--- config.mk ---
export PLATFORM = sky130hd
export DESIGN_NAME = audio_mixer_sd_flat
export DESIGN_NICKNAME = d
export VERILOG_FILES = /design/src/rtl/audio_pkg.sv /design/src/rtl/audio_mixer_sd_if.sv /design/src/rtl/sigma_delta_dac.sv /design/src/rtl/audio_mixer_sd.sv /design/src/flat_wrapper.sv
export SDC_FILE = /design/constraint.sdc
export NUM_CORES = 1
export LEC_CHECK = 0
export BUFFER_PORTS_ARGS = -buffer_cell sky130_fd_sc_hd__buf_2
export CORE_MARGIN = 5
export CORE_UTILIZATION = 64
export DETAILED_ROUTE_END_ITERATION = 10
export GPL_ROUTABILITY_DRIVEN = 0
export PLACE_DENSITY = 0.86
export SYNTH_ARGS = -nofsm -noshare
export SYNTH_HDL_FRONTEND = slang
export SYNTH_SLANG_ARGS = --single-unit
--- constraint.sdc ---
create_clock -name clk -period 7.4 [get_ports clk]
set_clock_uncertainty 0.1 [all_clocks]
set_input_delay 1.48 -clock clk [delete_from_list [all_inputs] [get_ports clk]]
set_output_delay 1.48 -clock clk [all_outputs]
set_load 0.02 [all_outputs]
--- src/rtl/audio_pkg.sv ---
// Shared definitions for the time-multiplexed PSG/beeper mixer and its sigma-delta outputs.
package audio_pkg;

   localparam logic [1:0] PAN_OFF = 2'b00;
   localparam logic [1:0] PAN_L   = 2'b01;
   localparam logic [1:0] PAN_R   = 2'b10;
   localparam logic [1:0] PAN_LR  = 2'b11;

   typedef enum logic [1:0] {
      IDLE,
      ACCUM,
      BEEP,
      SAT
   } mix_state_e;

   // Ceiling log2 usable in constant expressions; clog2(1) is 0.
   function automatic int clog2(input int value);
      int result;
      result = 0;
      for (int i = 0; i < 31; i++) begin
         if ((1 << i) < value) begin
            result = i + 1;
         end
      end
      return result;
   endfunction

endpackage

--- src/rtl/audio_mixer_sd_if.sv ---
// Channel/pan/beeper inputs and parallel sample outputs of the audio mixer.
interface audio_mixer_sd_if #(
   parameter int NUM_CH = 3,
   parameter int CH_W   = 8,
   parameter int OUT_W  = 8
);

   logic [NUM_CH*CH_W-1:0] ch_in;
   logic [2*NUM_CH-1:0]    pan_cfg;
   logic                   mic;
   logic                   ear;
   logic [OUT_W-1:0]       sample_l;
   logic [OUT_W-1:0]       sample_r;
   logic                   sample_valid;
   logic                   clip_l;
   logic                   clip_r;

   modport master (
      output ch_in, pan_cfg, mic, ear,
      input  sample_l, sample_r, sample_valid, clip_l, clip_r
   );

   modport slave (
      input  ch_in, pan_cfg, mic, ear,
      output sample_l, sample_r, sample_valid, clip_l, clip_r
   );

endinterface

--- src/rtl/sigma_delta_dac.sv ---
// First-order sigma-delta modulator: the carry of a running sum is the 1-bit output.
module sigma_delta_dac #(
   parameter int OUT_W = 8
) (
   input  logic             clk,
   input  logic             rst,
   input  logic [OUT_W-1:0] sample,
   output logic             bit_out
);

   logic [OUT_W:0] sd;

   always_ff @(posedge clk) begin
      if (rst) begin
         sd <= '0;
      end else begin
         sd <= {1'b0, sd[OUT_W-1:0]} + {1'b0, sample};
      end
   end

   assign bit_out = sd[OUT_W];

endmodule

--- src/rtl/audio_mixer_sd.sv ---
// Mixes NUM_CH panned channels plus mic/ear beepers into saturated L/R samples once per
// SAMPLE_DIV clocks, and drives each side out as a sigma-delta bitstream.
module audio_mixer_sd
   import audio_pkg::*;
#(
   parameter int NUM_CH     = 3,
   parameter int CH_W       = 8,
   parameter int OUT_W      = 8,
   parameter int SAMPLE_DIV = 64,
   parameter int SHIFT      = 1,
   parameter int BEEP_LEVEL = 64
) (
   input  logic            clk,
   input  logic            rst,
   audio_mixer_sd_if.slave bus,
   output logic            audio_out_left,
   output logic            audio_out_right
);

   localparam int ACC_W = CH_W + clog2(NUM_CH + 2) + 1;
   localparam int IDX_W = (NUM_CH > 1) ? clog2(NUM_CH) : 1;
   localparam int DIV_W = (SAMPLE_DIV > 1) ? clog2(SAMPLE_DIV) : 1;
   localparam int CMP_W = (ACC_W > OUT_W) ? ACC_W : OUT_W + 1;

   localparam logic [DIV_W-1:0] DIV_LAST   = DIV_W'(SAMPLE_DIV - 1);
   localparam logic [IDX_W-1:0] IDX_LAST   = IDX_W'(NUM_CH - 1);
   localparam logic [CMP_W-1:0] SAT_MAX    = CMP_W'((2 ** OUT_W) - 1);
   localparam logic [OUT_W-1:0] FULL_SCALE = '1;
   localparam logic [ACC_W-1:0] BEEP_ACC   = ACC_W'(BEEP_LEVEL);

   if (SAMPLE_DIV < NUM_CH + 3) begin : g_bad_div
      $error("audio_mixer_sd: SAMPLE_DIV must be at least NUM_CH+3");
   end
   if (NUM_CH < 1 || NUM_CH > 8) begin : g_bad_num_ch
      $error("audio_mixer_sd: NUM_CH must be in 1..8");
   end

   mix_state_e       state;
   mix_state_e       state_nxt;
   logic [DIV_W-1:0] div;
   logic [IDX_W-1:0] idx;
   logic [CH_W-1:0]  snap_ch  [NUM_CH];
   logic [1:0]       snap_pan [NUM_CH];
   logic             mic_s;
   logic             ear_s;
   logic [ACC_W-1:0] acc_l;
   logic [ACC_W-1:0] acc_r;
   logic [OUT_W-1:0] sample_l;
   logic [OUT_W-1:0] sample_r;
   logic             sample_valid;
   logic             clip_l;
   logic             clip_r;
   logic             frame_start;
   logic             last_ch;
   logic [ACC_W-1:0] beep_add;
   logic [CMP_W-1:0] shifted_l;
   logic [CMP_W-1:0] shifted_r;
   logic             over_l;
   logic             over_r;

   always_ff @(posedge clk) begin
      if (rst) begin
         state <= IDLE;
      end else begin
         state <= state_nxt;
      end
   end

   always_comb begin
      state_nxt   = state;
      frame_start = 1'b0;
      last_ch     = (idx == IDX_LAST);
      unique case (state)
         IDLE: begin
            if (div == '0) begin
               frame_start = 1'b1;
               state_nxt   = ACCUM;
            end
         end
         ACCUM: begin
            if (last_ch) begin
               state_nxt = BEEP;
            end
         end
         BEEP:    state_nxt = SAT;
         SAT:     state_nxt = IDLE;
         default: state_nxt = IDLE;
      endcase
   end

   // Saturation is evaluated combinationally and only committed in SAT.
   always_comb begin
      beep_add = '0;
      if (mic_s) begin
         beep_add = beep_add + BEEP_ACC;
      end
      if (ear_s) begin
         beep_add = beep_add + BEEP_ACC;
      end
      shifted_l = CMP_W'(acc_l >> SHIFT);
      shifted_r = CMP_W'(acc_r >> SHIFT);
      over_l    = (shifted_l > SAT_MAX);
      over_r    = (shifted_r > SAT_MAX);
   end

   always_ff @(posedge clk) begin
      if (rst) begin
         div          <= '0;
         idx          <= '0;
         mic_s        <= 1'b0;
         ear_s        <= 1'b0;
         acc_l        <= '0;
         acc_r        <= '0;
         sample_l     <= '0;
         sample_r     <= '0;
         sample_valid <= 1'b0;
         clip_l       <= 1'b0;
         clip_r       <= 1'b0;
         for (int i = 0; i < NUM_CH; i++) begin
            snap_ch[i]  <= '0;
            snap_pan[i] <= PAN_OFF;
         end
      end else begin
         div          <= (div == DIV_LAST) ? '0 : div + DIV_W'(1);
         sample_valid <= 1'b0;
         clip_l       <= 1'b0;
         clip_r       <= 1'b0;
         unique case (state)
            IDLE: begin
               if (frame_start) begin
                  for (int i = 0; i < NUM_CH; i++) begin
                     snap_ch[i]  <= bus.ch_in[i*CH_W +: CH_W];
                     snap_pan[i] <= bus.pan_cfg[2*i +: 2];
                  end
                  mic_s <= bus.mic;
                  ear_s <= bus.ear;
                  acc_l <= '0;
                  acc_r <= '0;
                  idx   <= '0;
               end
            end
            ACCUM: begin
               if ((snap_pan[idx] & PAN_L) != PAN_OFF) begin
                  acc_l <= acc_l + ACC_W'(snap_ch[idx]);
               end
               if ((snap_pan[idx] & PAN_R) != PAN_OFF) begin
                  acc_r <= acc_r + ACC_W'(snap_ch[idx]);
               end
               idx <= idx + IDX_W'(1);
            end
            BEEP: begin
               acc_l <= acc_l + beep_add;
               acc_r <= acc_r + beep_add;
            end
            SAT: begin
               sample_l     <= over_l ? FULL_SCALE : shifted_l[OUT_W-1:0];
               sample_r     <= over_r ? FULL_SCALE : shifted_r[OUT_W-1:0];
               clip_l       <= over_l;
               clip_r       <= over_r;
               sample_valid <= 1'b1;
            end
            default: ;
         endcase
      end
   end

   assign bus.sample_l     = sample_l;
   assign bus.sample_r     = sample_r;
   assign bus.sample_valid = sample_valid;
   assign bus.clip_l       = clip_l;
   assign bus.clip_r       = clip_r;

   sigma_delta_dac #(.OUT_W(OUT_W)) u_sd_left (
      .clk     (clk),
      .rst     (rst),
      .sample  (sample_l),
      .bit_out (audio_out_left)
   );

   sigma_delta_dac #(.OUT_W(OUT_W)) u_sd_right (
      .clk     (clk),
      .rst     (rst),
      .sample  (sample_r),
      .bit_out (audio_out_right)
   );

endmodule

--- src/flat_wrapper.sv ---
// flat-port wrapper written by rule: the top's interface ports become plain ports
module audio_mixer_sd_flat import audio_pkg::*;
#(
   parameter int NUM_CH     = 3,
   parameter int CH_W       = 8,
   parameter int OUT_W      = 8,
   parameter int SAMPLE_DIV = 64,
   parameter int SHIFT      = 1,
   parameter int BEEP_LEVEL = 64
)
  (clk, rst, audio_out_left, audio_out_right, bus_ch_in, bus_pan_cfg, bus_mic, bus_ear, bus_sample_l, bus_sample_r, bus_sample_valid, bus_clip_l, bus_clip_r);
  audio_mixer_sd_if #(.NUM_CH(NUM_CH), .CH_W(CH_W), .OUT_W(OUT_W)) bus_i ();
  input  logic clk;
  input  logic rst;
  output logic audio_out_left;
  output logic audio_out_right;
  input wire logic [$bits(bus_i.ch_in)-1:0] bus_ch_in;
  input wire logic [$bits(bus_i.pan_cfg)-1:0] bus_pan_cfg;
  input wire logic [$bits(bus_i.mic)-1:0] bus_mic;
  input wire logic [$bits(bus_i.ear)-1:0] bus_ear;
  output wire logic [$bits(bus_i.sample_l)-1:0] bus_sample_l;
  output wire logic [$bits(bus_i.sample_r)-1:0] bus_sample_r;
  output wire logic [$bits(bus_i.sample_valid)-1:0] bus_sample_valid;
  output wire logic [$bits(bus_i.clip_l)-1:0] bus_clip_l;
  output wire logic [$bits(bus_i.clip_r)-1:0] bus_clip_r;
  assign bus_i.ch_in = bus_ch_in;
  assign bus_i.pan_cfg = bus_pan_cfg;
  assign bus_i.mic = bus_mic;
  assign bus_i.ear = bus_ear;
  assign bus_sample_l = bus_i.sample_l;
  assign bus_sample_r = bus_i.sample_r;
  assign bus_sample_valid = bus_i.sample_valid;
  assign bus_clip_l = bus_i.clip_l;
  assign bus_clip_r = bus_i.clip_r;
  audio_mixer_sd #(.NUM_CH(NUM_CH), .CH_W(CH_W), .OUT_W(OUT_W), .SAMPLE_DIV(SAMPLE_DIV), .SHIFT(SHIFT), .BEEP_LEVEL(BEEP_LEVEL)) u_core (.clk(clk), .rst(rst), .bus(bus_i), .audio_out_left(audio_out_left), .audio_out_right(audio_out_right));
endmodule
==> results of run 1 <==
## flip-flops by register name, indices dropped and copies added, names as in the netlist, 6 cells and up, named ones only
| signal | cells |
|---|---|
| u_core.snap_ch | 24 |
| u_core.acc_l | 12 |
| u_core.acc_r | 12 |
| u_core.u_sd_left.sd | 9 |
| u_core.u_sd_right.sd | 9 |
| u_core.bus.sample_l | 8 |
| u_core.bus.sample_r | 8 |
| u_core.div | 6 |
| u_core.snap_pan | 6 |
## layout by cell type (no fill, tap or decap), drive strengths merged, types with 5 or more instances in the layout
cell    count
a211oi      5
a21o       11
a21oi      38
a22o        9
and2       33
buf        55
clkbuf     10
dfxtp      75
edfxtp     30
ha         38
inv        27
mux2i       8
nand2      29
nand2b     11
nand3      12
nor2       44
nor2b       8
nor3       10
o21a        5
o21ai      17
o221a      16
or2         5
xnor2      16
xor2        7
## metrics by stage
stage	instances	total power, uW	hold WS [ps]	instance area [um2]
final	686	1740	368	5830
after global routing	686	1850	402	5830
after global placement	671	1380	344	5650
after CTS	686	1750	366	5830
after detailed placement	671	1420	353	5650
after floorplan	531	1280	336	5340
## cell type report
type	instances	area, um2	share of cell area
well taps	105	131	0.0225
clock buffers	10	128	0.0219
flip-flops and latches	105	2400	0.412
repair buffers	55	278	0.0476
clock inverters	5	47.5	0.00816
inverters	25	93.8	0.0161
multi-input cells	381	2750	0.472
## cells in the mapped netlist, types with 9 or more instances
| library cell | number | area (um2) |
|---|---|---|
| dfxtp_1 | 75 | 1500 |
| nor2_1 | 44 | 165 |
| a21oi_1 | 38 | 190 |
| ha_1 | 38 | 475 |
| and2_1 | 33 | 206 |
| edfxtp_1 | 30 | 901 |
| nand2_1 | 29 | 109 |
| inv_1 | 25 | 93.8 |
| o21ai_0 | 16 | 80.1 |
| o221a_2 | 16 | 180 |
| xnor2_1 | 16 | 140 |
| clkbuf_1 | 12 | 45.0 |
| nand3_1 | 12 | 60.1 |
| a21o_1 | 11 | 82.6 |
| nand2b_1 | 11 | 68.8 |
| nor3_1 | 10 | 50.1 |
| a22o_1 | 9 | 78.8 |
## worst max-delay path by stage
stage               start              endpoint  depth (start not counted)
floorplan             rst  u_core.snap_ch[0][0]                          4
global placement      rst  u_core.snap_ch[1][5]                          3
detailed placement    rst  u_core.snap_ch[1][4]                          3
CTS                   rst  u_core.snap_ch[2][4]                          3
global route          rst  u_core.snap_ch[2][4]                          3
finish                rst  u_core.snap_ch[2][4]                          3
## metal layers
layer,share of wire,GRT usage,vias up,wire (um)
met5,0,0,-,0
met4,0.023,0.0910,0,234
met3,0.056,0.0448,20,568
met2,0.48,0.358,104,4880
met1,0.44,0.250,1835,4460
li1,-,-,2005,-
## cells by family after synthesis
family / Yosys count / share of synthesized area
multiplexers: 11 / 0.0220
AO/OA/AOI/OAI: 128 / 0.174
XOR/XNOR: 23 / 0.0377
adder cells (fa/ha/maj): 44 / 0.108
AND/OR/NAND/NOR: 175 / 0.173
buffers and inverters: 45 / 0.0352
flip-flops: 105 / 0.450
## report_power, final
part / internal [uW] / switching [uW]
Clock: 138 / 188
Sequential: 710 / 69.0
Combinational: 248 / 386
## worst max-delay path, cell delays in order
cell and delay (ps):
buf_2 570, inv_1 550, nand2_1 1010
==> impl_metrics.yaml, run 1 <==
outcome:
  status: "finished, final reports clean"
clock_network:
  clock-sinks: 105
  root_buffer: "clkbuf_8"
  path_clk_slew_ps: 90
  cts_tree: "done"
  post_cts_resized: 0
  clk_latency_ps: 370
  post_cts_buffers: 0
  holdBufCountCts: 0
  cts_max_level: 3
  cts_buffers: 9
  cts_buffer_depth: 2
die:
  pin_count: 55
  die-area_mm2: 0.0103
  die_h_um: 101
  start_util: 0.653
  die_w_um: 101
  rows: 33
  core_area_mm2: 0.00818
critical_path:
  cp.required_ps: 7290
  cp_max_fo: 38
  timing.rr.end: "u_core.acc_l[10]"
  criticalPathCategory: "input pin to flip-flop"
  end_kind: "flip-flop"
  r2r_cells: 12
  cp.arrival_ps: 3620
  reg2reg_slack_ps: 4180
  cp-start-kind: "input pin"
timing:
  setup_tns_ps: 0
  finalHoldViolCount: 0
  slew-limit-headroom: 0.221
  worst_slew_pin_slew_ps: 1170
  rsz0062_at_grt: "false"
  clock.fmax_ghz: 0.268
  fin_ws_ps: 3660
  setup_viol: 0
  slew_violations: 0
  fin_crit_sh: 0.505
  fin_crit_ps: 3740
synthesis:
  syn_avg_cell_area_um2: 10.1
  syn-num-nets: 607
  ys_ff_latch: 105
  synth_top_flop_cell: "dfxtp_1"
  syn_area_mm2: 0.00534
  yosys_warnings: 0
  ys_async_sr_fraction: 0
  ys_seq_area_frac: 0.450
  synth_edf_count: 30
  synth_cells: 531
  ys_types: 65
hold_path:
  hold_depth: 2
  min_from: "u_core.mic_s"
  hold_path.class: "flip-flop to flip-flop"
  worstHoldEndpoint: "u_core.mic_s"
cells_and_area:
  diodes: 0
  finalNetCount: 653
  areaGrowthSynthToFinish_pct: 9.19
  utilization: 0.713
  num-fill-cells: 622
  layout-drive-gt1-share: 0.172
power:
  ir_worst_vdd_mv: 0.180
  p_per_area_mw_per_mm2: 298
  total_leakage_power_uw: 0.00256
global_route:
  gr-usage-all-layers: 0.208
  grt_pass1_wl_um: 17200
  grt_pass1_vias: 3897
  grt_remaining_overflow: 0
  grt_max_degree: 39
  antenna_found_initial: 0
routing:
  viasPerCell: 5.78
  wl_per_cell_um: 14.8
  ant_nets: 0
  vias: 3964
  drtIter0Drc: 168
  dr.pass1.iters: 7
  finalWirelength_um: 10100
  drc: 0
placed_design:
  io_buffers: 54
  dp_hpwl_um: 7710
  pre_cts_slack_ps: 3230
job:
  maxCapViolCount: 0
(Power assumes the default switching activity.)
==> run 2: changes to the inputs <==
Settings changed: CORE_UTILIZATION 64 to 59, PLACE_DENSITY 0.86 to 0.8.
Clock period 7.4 ns to 3.9 ns, I/O delays scaled along.
==> impl_metrics.yaml, run 2 (synthesized netlist as in run 1, its figures left out) <==
critical_path:
  cp.arrival_ps: 3290
  end_kind: "flip-flop"
  path_cells: "mux2i_1 -> nor2_1 -> a21oi_1 -> nor2_1 -> ha_1 -> fa_1 -> o2111a_1 -> o2111ai_1 -> nand2b_1 -> xor2_1 -> a22o_1"
  crit_path_frequent_cell: "nor2_1"
  slowest_stage: "dfxtp_1"
  cp.required_ps: 4060
  crit_path_max_incr_delay_ps: 650
  cp-start-kind: "flip-flop"
  criticalPathCategory: "flip-flop to flip-flop"
  cp_max_fo: 10
cells_and_area:
  final_common_cell: "dfxtp_1"
  utilization: 0.671
  areaGrowthSynthToFinish_pct: 10.2
  layout-drive-gt1-share: 0.179
  largest-register: "u_core.snap_ch"
  seq_area_mm2: 0.00240
  diodes: 0
  largest_register_ffs: 24
  most-common-layout-cells: "dfxtp_1, buf_2, nor2_1"
  multi_input_area_mm2: 0.00275
  top_regs: "u_core.snap_ch x24, u_core.acc_l x12, u_core.acc_r x12"
  num-fill-cells: 702
  finalNetCount: 657
hold_path:
  hold_path.class: "flip-flop to flip-flop"
clock_network:
  cts_max_level: 3
  cts_tree: "done"
  cts_buffer_depth: 2
  root_buffer: "clkbuf_8"
  clock-sinks: 105
  cts_buffers: 9
  holdBufCountCts: 0
  post_cts_resized: 0
  clk_latency_ps: 370
  post_cts_buffers: 0
  path_clk_slew_ps: 90
global_route:
  gr-usage-all-layers: 0.198
  grt_pass1_wl_um: 18200
  antenna_found_initial: 0
  grt_max_degree: 38
  grt_remaining_overflow: 0
  grt_pass1_vias: 3930
routing:
  vias: 3960
  finalWirelength_um: 10400
  viasPerCell: 5.71
  drc: 0
  wl_per_cell_um: 14.9
  ant_nets: 0
  drtIter0Drc: 218
  dr.pass1.iters: 4
power:
  ir_worst_vdd_mv: 0.278
  total_leakage_power_uw: 0.00259
  p_per_area_mw_per_mm2: 571
timing:
  clock.fmax_ghz: 0.319
  setup_viol: 0
  fin_ws_ps: 765
  rsz0062_at_grt: "false"
  setup_tns_ps: 0
  slew-limit-headroom: 0.179
  worst_slew_pin_slew_ps: 1230
  fin_crit_ps: 3130
  fin_crit_sh: 0.804
  finalHoldViolCount: 0
  slew_violations: 0
die:
  core_area_mm2: 0.00876
  die-area_mm2: 0.0111
  start_util: 0.609
  die_h_um: 105
  die_w_um: 105
  pin_count: 55
  rows: 34
placed_design:
  pre_cts_slack_ps: 783
  dp_hpwl_um: 7840
  io_buffers: 54
outcome:
  status: "finished, final reports clean"
job:
  maxCapViolCount: 0
-- run 2: worst paths after layout --
kind / start / depth (start not counted) / end / slack [ps]
worst max-delay path: flip-flop / 11 / u_core.acc_l[6] / 770
worst max register to register: flip-flop / 11 / u_core.acc_l[6] / 770
worst min-delay path: u_core.acc_l[0] / 2 / u_core.acc_l[0] / 370
worst min register to register: u_core.acc_l[0] / 2 / u_core.acc_l[0] / 370
-- run 2: metrics by stage --
| stage | instance area (um2) | instances | power, uW | hold slack (ps) |
|---|---|---|---|---|
| after global routing | 5880 | 693 | 3600 | 391 |
| after global placement | 5690 | 678 | 2650 | 345 |
| after detailed placement | 5690 | 678 | 2710 | 354 |
| after CTS | 5880 | 693 | 3380 | 366 |
| final | 5880 | 693 | 3360 | 369 |
| after floorplan | 5340 | 531 | 2430 | 336 |
-- run 2: cell type report --
type / instances / share of cell area
flip-flops and latches: 105 / 0.408
clock buffers: 11 / 0.0242
well taps: 108 / 0.0230
inverters: 25 / 0.0159
repair buffers: 59 / 0.0523
clock inverters: 4 / 0.00914
multi-input cells: 381 / 0.467
-- run 2: per-layer routing --
| layer | up-vias | track usage | wire length (um) | share of wire |
|---|---|---|---|---|
| li1 | 2019 | - | - | - |
| met1 | 1846 | 0.251 | 4770 | 0.46 |
| met2 | 79 | 0.331 | 4930 | 0.48 |
| met3 | 16 | 0.0444 | 481 | 0.046 |
| met4 | 0 | 0.0694 | 171 | 0.017 |
| met5 | - | 0 | 0 | 0 |
-- run 2: where the power goes --
part	total (uW)	internal, uW	switching (uW)	leakage (uW)
Sequential	1480	1350	135	0.000930
Combinational	1210	480	730	0.00156
Clock	670	315	355	0.0000946
-- run 2: worst max-delay path: cells and delay by family, from the launching register on --
family          cells  cell delay, ps
compound gates      4             960
fa+ha+maj           2             680
flops               1             650
mux                 1             240
simple gates        3             230
xor+xnor            1             150
==> run 3: changes to the inputs <==
Clock period 3.9 ns to 3.1 ns, I/O delays scaled along.
==> impl_metrics.yaml, run 3 (synthesized netlist as in run 1, its figures left out) <==
timing:
  slew-limit-headroom: 0.589
  clock.fmax_ghz: 0.350
  rsz0062_at_grt: "false"
  setup_tns_ps: 0
  slew_violations: 0
  hold_slack_ps: 373
  fin_ws_ps: 245
  fin_crit_ps: 2860
  fin_crit_sh: 0.921
  finalHoldViolCount: 0
  worst_slew_pin_slew_ps: 617
  setup_viol: 0
hold_path:
  hold_depth: 2
  worstHoldEndpoint: "u_core.acc_l[0]"
  hold_path.class: "flip-flop to flip-flop"
  min_from: "u_core.acc_l[0]"
critical_path:
  cp.required_ps: 3230
  reg2reg_slack_ps: 240
  timing.rr.end: "u_core.acc_l[10]"
  cp_top_family: "compound AO/OA/AOI/OAI gates"
  cp_num_buf_inv: 3
  cp_max_fo: 7
  path_cells: "inv_1 -> ha_1 -> buf_4 -> nor2_1 -> ha_1 -> fa_1 -> inv_1 -> o311ai_1 -> o2111ai_1 -> a211oi_2 -> xnor2_1 -> nor2_1"
  cp.arrival_ps: 2990
  crit_path_max_incr_delay_ps: 380
  criticalPathCategory: "flip-flop to flip-flop"
  r2r_cells: 12
  slowest_stage: "dfxtp_1"
  reg2reg_from: "u_core.state[0]"
  end_kind: "flip-flop"
  cp-start-kind: "flip-flop"
power:
  p_per_area_mw_per_mm2: 722
  power.total_uw: 4280
  ir_worst_vdd_mv: 0.344
  total_leakage_power_uw: 0.00262
clock_network:
  clk_latency_ps: 370
  clock-sinks: 105
  root_buffer: "clkbuf_8"
  cts_tree: "done"
  cts_max_level: 3
  post_cts_buffers: 0
  cts_buffer_depth: 2
  cts_buffers: 9
  path_clk_slew_ps: 100
cells_and_area:
  num-fill-cells: 695
  top_regs: "u_core.snap_ch x24, u_core.acc_l x12, u_core.acc_r x12"
  largest_register_ffs: 24
  most-common-layout-cells: "dfxtp_1, buf_2, nor2_1"
  seq_area_mm2: 0.00240
  layout-drive-gt1-share: 0.189
  final_common_cell: "dfxtp_1"
  finalNetCount: 663
  multi_input_area_mm2: 0.00275
  largest-register: "u_core.snap_ch"
  areaGrowthSynthToFinish_pct: 11.0
  diodes: 0
global_route:
  busiest_layer: "met2"
  grt_max_degree: 31
  grt_use_met1: 0.249
  grt_pass1_vias: 4063
  met3_usage: 0.0493
  grt_remaining_overflow: 0
  gr-usage-all-layers: 0.202
  antenna_found_initial: 0
  grt_pass1_wl_um: 18600
  met2_usage: 0.343
routing:
  drc: 0
  vias: 4016
  wl_per_cell_um: 15.3
  dr.pass1.iters: 4
  drtIter0Drc: 181
  viasPerCell: 5.74
  ant_nets: 0
  finalWirelength_um: 10700
job:
  maxCapViolCount: 0
die:
  pin_count: 55
  die_w_um: 105
  die_h_um: 105
  core_area_mm2: 0.00876
  die-area_mm2: 0.0111
  start_util: 0.609
  rows: 34
placed_design:
  io_buffers: 54
  pre_cts_slack_ps: 139
  dp_hpwl_um: 8110
outcome:
  status: "finished, final reports clean"
run 3: changes by cell type in the layout (fill, tap and decap cells not counted):
| cell | delta |
|---|---|
| o311ai_1 | +1 |
| dfxtp_1 | -1 |
| clkbuf_1 | +2 |
| buf_4 | +6 |
| nor2_1 | -1 |
| clkbuf_8 | -1 |
| o311ai_0 | -1 |
| nor2_2 | +1 |
| inv_4 | +2 |
| clkbuf_4 | +1 |
| clkbuf_2 | -1 |
| dfxtp_2 | +1 |
| clkinvlp_4 | -2 |
run 3: worst max path at each step:
stage	startpoint	end	slack, ps	cells after the start
after floorplan	flip-flop	u_core.acc_l[6]	240	12
after global placement	flip-flop	u_core.acc_l[6]	260	11
after detailed placement	u_core.state[0]	u_core.acc_l[10]	140	11
after CTS	u_core.state[0]	u_core.acc_l[10]	120	11
after global routing	u_core.state[0]	u_core.acc_l[10]	20	12
final	u_core.state[0]	u_core.acc_l[10]	240	12
run 3: worst min-delay path: cells and delay by family, from the launching register on:
| family | cells | cell delay (ps) |
|---|---|---|
| and+or+nand+nor | 1 | 50 |
| DFF | 1 | 330 |
| AOI/OAI and AO/OA | 1 | 50 |
run 3: cell type report:
class | count | share of cell area
Clock inverter | 4 | 0.00866
Sequential cell | 105 | 0.406
Multi-Input combinational cell | 381 | 0.464
Timing Repair Buffer | 65 | 0.0595
Tap cell | 108 | 0.0228
Clock buffer | 12 | 0.0234
Inverter | 25 | 0.0158
run 3: timing repair:
item,CTS,global route
setup endpoints to repair,0,7
resized for setup,0,3
hold buffers,0,0
run 3: stage by stage:
stage / std cells / util / area (um2)
final: 700 / 0.676 / 5930
after global routing: 700 / 0.676 / 5930
after CTS: 700 / 0.676 / 5920
after detailed placement: 684 / 0.654 / 5730
after global placement: 684 / 0.654 / 5730
after floorplan: 531 / - / 5340
run 3: where the power goes:
group,switching (uW),internal [uW]
clock,456,387
combinational,949,630
sequential,163,1690
total,1570,2710
run 3: layer usage:
| metal | share of wire | vias up | wire, um |
|---|---|---|---|
| li1 | - | 2033 | - |
| met1 | 0.45 | 1875 | 4810 |
| met2 | 0.49 | 92 | 5190 |
| met3 | 0.048 | 16 | 513 |
| met4 | 0.017 | 0 | 183 |
| met5 | 0 | - | 0 |
